<file path="config.mk">
export PLATFORM = sky130hd
export DESIGN_NAME = alu
export DESIGN_NICKNAME = d
export VERILOG_FILES = /design/src/rtl/alu.sv
export SDC_FILE = /design/constraint.sdc
export NUM_CORES = 1
export LEC_CHECK = 0
export CAP_MARGIN = 20
export CORE_ASPECT_RATIO = 1.25
export CORE_UTILIZATION = 50
export DETAILED_ROUTE_END_ITERATION = 12
export PLACE_DENSITY = 0.8
export SLEW_MARGIN = 15
export SYNTH_ARGS = -nofsm -noshare
export SYNTH_HDL_FRONTEND = slang
export SYNTH_SLANG_ARGS = --single-unit
</file>
<file path="constraint.sdc">
create_clock -name clock -period 0.8 [get_ports clock]
set_input_delay 0.16 -clock clock [delete_from_list [all_inputs] [get_ports clock]]
set_output_delay 0.16 -clock clock [all_outputs]
set_load 0.005 [all_outputs]
</file>
<file path="src/rtl/alu.sv">
// ---------------------------------------------------------------------------
// alu -- 32-bit integer ALU for the maxicore32 execute stage.
//
// One operation per cycle, no handshake. Operands are sampled on the rising
// edge of clock; result and the C/Z/N/V flags are registered and valid right
// after that edge. reset (active-low, asynchronous) clears every output.
//
// Ports:
//   clock      in   1   system clock
//   reset      in   1   asynchronous active-low reset
//   op         in   5   operation select
//   reg2       in  32   left operand (sole operand for unary ops)
//   reg3       in  32   right operand
//   carry_in   in   1   carry/borrow in for ADDC/SUBC
//   result     out 32   registered result
//   carry_out  out  1   registered C flag
//   zero_out   out  1   registered Z flag
//   neg_out    out  1   registered N flag
//   over_out   out  1   registered V flag
//
// Build option: define ALU_MULTIPLY_EN to implement MULU (0x09) and
// MULS (0x0A). Without it no multiplier is built and both opcodes behave
// as unassigned (result = reg2, all flags 0).
// ---------------------------------------------------------------------------
module alu (
    input  logic        clock,
    input  logic        reset,
    input  logic [4:0]  op,
    input  logic [31:0] reg2,
    input  logic [31:0] reg3,
    input  logic        carry_in,
    output logic [31:0] result,
    output logic        carry_out,
    output logic        zero_out,
    output logic        neg_out,
    output logic        over_out
);

    localparam logic [4:0] OP_ADD   = 5'h00, OP_ADDC  = 5'h01, OP_SUB  = 5'h02,
                           OP_SUBC  = 5'h03, OP_AND   = 5'h04, OP_OR   = 5'h05,
                           OP_XOR   = 5'h06, OP_COMP  = 5'h07, OP_BIT  = 5'h08,
                           OP_NOT   = 5'h10, OP_LSL   = 5'h11, OP_LSR  = 5'h12,
                           OP_ASL   = 5'h13, OP_ASR   = 5'h14, OP_NEG  = 5'h15,
                           OP_TEST  = 5'h16;
`ifdef ALU_MULTIPLY_EN
    localparam logic [4:0] OP_MULU  = 5'h09, OP_MULS  = 5'h0A;
`endif

    // Signed overflow of a+b: same-sign operands, sum sign differs.
    function automatic logic add_ovf(input logic sa, input logic sb, input logic sr);
        return (sa == sb) && (sr != sa);
    endfunction

    // Signed overflow of a-b: operand signs differ, result sign differs from a.
    function automatic logic sub_ovf(input logic sa, input logic sb, input logic sr);
        return (sa != sb) && (sr != sa);
    endfunction

    logic        cin_add, cin_sub;
    logic [32:0] add_sum, sub_diff;
    logic [31:0] res_p0, flag_src_p0;
    logic        c_p0, v_p0, zn_en_p0;
`ifdef ALU_MULTIPLY_EN
    logic        [31:0] mulu_p0;
    logic signed [31:0] mul_a_s, mul_b_s, muls_p0;
`endif

    // Stage p0: combinational operation and flag evaluation
    always_comb begin
        // Carry/borrow in only applies to the "with carry" variants; COMP uses plain SUB.
        cin_add  = (op == OP_ADDC) ? carry_in : 1'b0;
        cin_sub  = (op == OP_SUBC) ? carry_in : 1'b0;
        // 33-bit forms so bit 32 is the carry (add) or borrow (sub).
        add_sum  = {1'b0, reg2} + {1'b0, reg3} + {32'd0, cin_add};
        sub_diff = {1'b0, reg2} - {1'b0, reg3} - {32'd0, cin_sub};
`ifdef ALU_MULTIPLY_EN
        mulu_p0  = {16'd0, reg2[15:0]} * {16'd0, reg3[15:0]};
        mul_a_s  = {{16{reg2[15]}}, reg2[15:0]};
        mul_b_s  = {{16{reg3[15]}}, reg3[15:0]};
        muls_p0  = mul_a_s * mul_b_s;
`endif

        res_p0      = reg2;
        c_p0        = 1'b0;
        v_p0        = 1'b0;
        zn_en_p0    = 1'b1;
        flag_src_p0 = 32'd0;

        unique case (op)
            OP_ADD, OP_ADDC: begin
                res_p0 = add_sum[31:0];
                c_p0   = add_sum[32];
                v_p0   = add_ovf(reg2[31], reg3[31], add_sum[31]);
            end
            OP_SUB, OP_SUBC: begin
                res_p0 = sub_diff[31:0];
                c_p0   = sub_diff[32];
                v_p0   = sub_ovf(reg2[31], reg3[31], sub_diff[31]);
            end
            OP_AND:  res_p0 = reg2 & reg3;
            OP_OR:   res_p0 = reg2 | reg3;
            OP_XOR:  res_p0 = reg2 ^ reg3;
            OP_COMP: begin
                c_p0   = sub_diff[32];
                v_p0   = sub_ovf(reg2[31], reg3[31], sub_diff[31]);
            end
            OP_BIT:  res_p0 = reg2;
`ifdef ALU_MULTIPLY_EN
            OP_MULU: res_p0 = mulu_p0;
            OP_MULS: res_p0 = muls_p0;
`endif
            OP_NOT:  res_p0 = ~reg2;
            OP_LSL: begin
                res_p0 = {reg2[30:0], 1'b0};
                c_p0   = reg2[31];
            end
            OP_LSR: begin
                res_p0 = {1'b0, reg2[31:1]};
                c_p0   = reg2[0];
            end
            OP_ASL: begin
                res_p0 = {reg2[30:0], 1'b0};
                c_p0   = reg2[31];
                v_p0   = reg2[31] ^ reg2[30];
            end
            OP_ASR: begin
                res_p0 = {reg2[31], reg2[31:1]};
                c_p0   = reg2[0];
            end
            OP_NEG: begin
                res_p0 = 32'd0 - reg2;
                c_p0   = (reg2 != 32'd0);
                v_p0   = (reg2 == 32'h8000_0000);
            end
            OP_TEST: res_p0 = reg2;
            default: zn_en_p0 = 1'b0;   // unassigned: pass reg2, all flags clear
        endcase

        // Z/N normally follow the result; COMP and BIT report a different value.
        if (op == OP_COMP)
            flag_src_p0 = sub_diff[31:0];
        else if (op == OP_BIT)
            flag_src_p0 = reg2 & reg3;
        else
            flag_src_p0 = res_p0;
    end

    // Stage p1: registered outputs
    always_ff @(posedge clock or negedge reset) begin
        if (!reset) begin
            result    <= 32'd0;
            carry_out <= 1'b0;
            zero_out  <= 1'b0;
            neg_out   <= 1'b0;
            over_out  <= 1'b0;
        end else begin
            result    <= res_p0;
            carry_out <= c_p0;
            zero_out  <= zn_en_p0 && (flag_src_p0 == 32'd0);
            neg_out   <= zn_en_p0 && flag_src_p0[31];
            over_out  <= v_p0;
        end
    end

endmodule

</file>
After elaboration in Yosys (flattened, before gate mapping)
Cells that the tools add are included. W data, S select, Z words.

Add/subtract/negate cells: 5. Equality and inequality tests: 20. Mux-type cells: 8. Bitwise logic cells: 5. Reduce and logical (&&, ||, !) cells: 13.

Operators with widths (number): $pmux W32 S10 (1); $mux W32 (2); $eq A5 B5 Y1 const B (7); $add A32 B32 Y33 (1); $add A33 B1 Y33 (1); $sub A32 B32 Y33 (1); $sub A33 B1 Y33 (1); $and A32 B32 Y32 (1); $eq A32 B32 Y1 const B (1); $logic_not A32 Y1 (1); $not A32 Y32 (1); $or A32 B32 Y32 (1); $reduce_bool A32 Y1 (1); $sub A1 B32 Y32 const A (1); $xor A32 B32 Y32 (1); $eq A5 B3 Y1 const B (4); $reduce_or A16 Y1 (1); $eq A5 B2 Y1 const B (2); $reduce_or A2 Y1 (4); $eq A5 B1 Y1 const B (1); $eq A5 B4 Y1 const B (1); $logic_not A5 Y1 (1); $pmux W1 S5 (1); $logic_and A1 B1 Y1 (4); 6 further kinds (10).

Register bits: 36. Input bits: 72. Word-level logic and storage cells: 56.

Longest topological paths before layout
Word-level depth: 8. Gate-level depth with buffers: 21. Depth with buffers taken out: 19.

Least setup slack after synthesis
Ideal clock, no wire load.

Path type: input port to flip-flop. Start: input op[1]. End: register zero_out. Setup time: 65 ps. Data arrival time: 5125 ps. Setup slack: -4390 ps. Stages: 20. Cell sequence: buf_2 > buf_1 > clkbuf_1 > nand4_1 > fa_1 > inv_1 > ha_1 > or2_2 > fa_1 > nor3_1 > nor3_1 > or2_2 > a21boi_0 > xor2_1 > or4b_1 > nor4_1 > nand4_1 > or4_1 > nor4b_1 > o22a_1.

Longest elaborated chain between the ends: 8.

RTL lines: start, declared (line 28) `input logic [4:0] op,`; $eq A5 B2 Y1 or $eq A5 B1 Y1 (tied branches) (line 72, 89, 71); $mux W1, on equally long branches (line 72, 71); $sub A33 B1 Y33 or $add A33 B1 Y33 (tied branches) (line 75, 74); $pmux W32 S10 (line 89) `unique case (op)`; $mux W32 (line 142) `else if (op == OP_BIT)`; $mux W32 (line 140) `if (op == OP_COMP)`; $logic_not A32 Y1 (line 159) `zero_out <= zn_en_p0 && (flag_src_p0 == 32'd0);`; $logic_and A1 B1 Y1 * (line 159); end signal, assigned (line 159); end, declared (line 34) `output logic zero_out,`.

Mark *: on every way between the ends. The rest lies on a longest branch, timed or not.

Worst setup path in the final report
Start: input reg2[3]. End: register zero_out.

Longest elaborated chain between the ends: 7.

RTL lines: start, declared (line 29) `input logic [31:0] reg2,`; $sub A32 B32 Y33 or $add A32 B32 Y33 (tied branches) (line 75, 74); $sub A33 B1 Y33 or $add A33 B1 Y33 (tied branches) (line 75, 74); $pmux W32 S10 (line 89); $mux W32 (line 142); $mux W32 * (line 140); $logic_not A32 Y1 * (line 159); $logic_and A1 B1 Y1 * (line 159).

Marked as above.

==> summary.md <==
| Metric | Value |
|---|---|
| Failing checks | `negative setup slack` |
| Top cells by area, synth | `ha_1 17%, dfrtp_1 9.6%, a21oi_1 5.3%, inv_1 4.4%, xnor2_1 4.4%` |
| Initial Util | `51.6%` |
| Site Rows | `55` |
| Synth async-reset ratio | `between 90% and 100%` |
| Avg Cell Area, Syn | `about 7.1 um^2` |
| Pins Over Slew Limit | `0` |
| Die Span Y | `155 um` |
| Die Wd | `approximately 120 um` |
| HP Class | `input port to async pin` |
| Number of global-route vias before repair | `13,730` |
| Share of layout cells above drive strength 1 | `approximately 37%` |
| Core area | `18,200 um^2` |
| Cell Area, Synth | `around 9400 um^2` |
| H-tree Lvls | `2` |
| Synth top area share | `between 10% and 20%` |
| Status | `finished with violations` |
| GRT Overall Usage | `51.0%` |
| Least-Margin Pin Slew | `~1200 ps` |
| Syn Inst Count | `1,327` |
| Top sig layer | `met5` |
| Final worst slack | `-3910 ps` |
| Slew headroom | `between 20% and 30%` |
| Fin. Hold Viols | `0` |
| Area grow syn2layout | `61.5%` |
| Met1 WL | `between 15 and 20 mm` |
| CTS max path bufs | `2` |
| Initial DRT Pass Iterations | `7` |
| Sequential area share after synthesis | `about a tenth` |
| Clock tree from TritonCTS | `yes` |
| Most used DFF post-synth | `dfrtp_1` |
| Post-synth EDFFs | `0` |
| CP Max Fanout | `4` |
| Clk pin slew, worst setup/hold paths | `70 ps` |
| Drc violations | `0` |
| Overall Power | `approximately 17,000 uW` |
| Maxcap violations | `0` |
| Post-layout min period | `4710 ps` |
| First-pass GRT wire length | `about 76 mm` |
| Die ar. | `approximately 19,000 um^2` |
| I/O pins | `between 100 and 150` |
| Clock net sink count | `36` |
| Post-synth top cells | `129 x ha_1, 111 x inv_1, 102 x nand2_1` |
| Fmax | `roughly 0.21 GHz` |
| Final period util | `589%` |
| DP Wirelength | `about 37 mm` |
| GP Congestion | `between 1 and 1.5` |
| Post-synth top area cell | `ha_1` |
| Required @ worst endpoint | `~1000 ps` |
| Mapped Nets | `around 1,500` |
| CP Capture Type | `flop` |
| CP Launch Type | `input port` |
| Met3 WL | `7.52 mm` |
| Power Density | `1150 nW/um^2` |
| Wire per inst | `roughly 25 um` |
| Register bit total from synthesis | `36` |
| # nets final | `between 2,000 and 2,500` |
| CTS root buf | `clkbuf_16` |
| CTS buffer count | `5` |
| # port buffers | `107` |
| Post-route setup TNS | `-99,980 ps` |
| Via count | `roughly 14,000` |
| Initial DRC count | `approximately 2,500` |
| RSZ-0062 raised after global routing | `yes` |
| GRT Residual Overflow | `0` |
| Synth warn | `0` |
| Largest net degree at the start of global routing | `37` |
| Via-per-instance ratio | `~6.8` |
| Worst Setup Path Type | `input port to flop` |
| Library cells used by synthesis | `89` |
| Final ANT Viol Nets | `0` |
| Leak | `0.00716 uW` |
| Critical Path AT | `about 5000 ps` |
| Final setup vio count | `72` |
| Most numerous cell in the Yosys netlist | `ha_1` |
| IR Drop Worst-Case VDD | `approximately 0.85 mV` |
| Antenna violations before repair | `3` |
| Routed WL | `slightly above 50 mm` |
| Routed wl met2 | `between 20 and 25 mm` |
| Crit path from | `reg2[3]` |
cells by family (layout without fill, tap and decap cells):
family	Yosys count	count (layout)	share of synthesized area [%]
AO/OA/AOI/OAI	429	429	31.7
AND/OR/NAND/NOR	434	434	23.8
flip-flops	36	36	9.57
multiplexers	19	19	2.07
XOR/XNOR	65	65	6.13
other	0	1	0
adder cells (fa/ha/maj)	134	134	18.1
buffers and inverters	210	748	8.60
layout by cell type, fill, tap and decap left out, types with 9 or more instances in the layout:
| master | instances |
|---|---|
| a21o_1 | 27 |
| clkdlybuf4s50_1 | 62 |
| inv_1 | 109 |
| a22oi_1 | 10 |
| ha_1 | 126 |
| nand3_1 | 34 |
| nor2_1 | 96 |
| dfrtp_1 | 36 |
| o211ai_1 | 26 |
| and3_1 | 16 |
| a211oi_1 | 11 |
| nor4_1 | 15 |
| o22ai_1 | 14 |
| o21ai_1 | 11 |
| nand2_1 | 99 |
| buf_2 | 38 |
| a221oi_1 | 31 |
| nand2b_1 | 17 |
| a21oi_1 | 90 |
| mux2i_1 | 15 |
| xor2_1 | 14 |
| buf_4 | 490 |
| o21ai_0 | 44 |
| nor3_1 | 36 |
| xnor2_1 | 39 |
| a31oi_1 | 10 |
| buf_6 | 26 |
| o21a_1 | 10 |
| a221o_1 | 9 |
| nand4_1 | 24 |
flip-flops by register name (all words and copies together) (netlist names):
name	count
result	32
carry_out	1
neg_out	1
over_out	1
zero_out	1
critical path: stages:
cell and delay [ps]:
clkdlybuf4s50_1 490, inv_1 70, ha_1 330, ha_1 430, o211ai_1 150, buf_4 270
a31oi_4 150, o2111ai_4 350, nand2_2 110, xnor2_1 550, nand2_1 110, or4b_1 500
nor4_2 320, nand4_1 120, or4_1 400, nor4b_1 260, o22a_1 170
cell type report:
type	instances	area, um^2
Fill cell	1147	3040
Multi-Input combinational cell	1081	8460
Clock buffer	7	153
Antenna cell	1	2.50
Inverter	112	420
Tap cell	228	285
Sequential cell	36	901
Timing Repair Buffer	629	4970
timing repair:
action,4_1_cts,5_1_grt
endpoints found under the setup margin,72,72
buffers inserted,22,13
gates resized for setup,243,63
pin swaps,53,42
hold endpoints to repair,36,0
hold buffers,1,0
routing by layer:
| layer | vias to the layer above | global-route usage, % |
|---|---|---|
| met2 | 1324 | 81.3 |
| met3 | 501 | 14.5 |
| li1 | 5979 | - |
| met1 | 6384 | 57.0 |
| met4 | 4 | 40.8 |
| met5 | - | 0 |
through the flow:
stage                     cell area, um^2  cells  hold slack (ps)  setup slack (ps)  util (%)
final                               15200   2094              354             -3910      83.3
after global routing                15200   2093              393             -4070      83.3
after CTS                           14800   2085              368             -3840      81.2
after detailed placement            14300   2059              140             -4490      78.4
after global placement              14300   2059              134             -4380      78.4
after floorplan                      9570   1327             -136             -3790         -
where the power goes:
group / internal (uW) / switching, uW / total [uW] / leakage (uW)
logic: 6100 / 7080 / 13200 / 0.00665
clock network: 1310 / 916 / 2230 / 0.0000760
registers: 2020 / 57.3 / 2080 / 0.000430
total: 9430 / 8060 / 17500 / 0.00716
path summary, 6_finish.rpt:
kind,slack (ps),endpoint,depth (start not counted)
min in group clock,620,carry_out,4
max in group asynchronous,220,result[10],3
worst max-delay path,-3910,zero_out,17
worst min-delay path,350,result[20],3
Power figures use the tool's default switching activity.
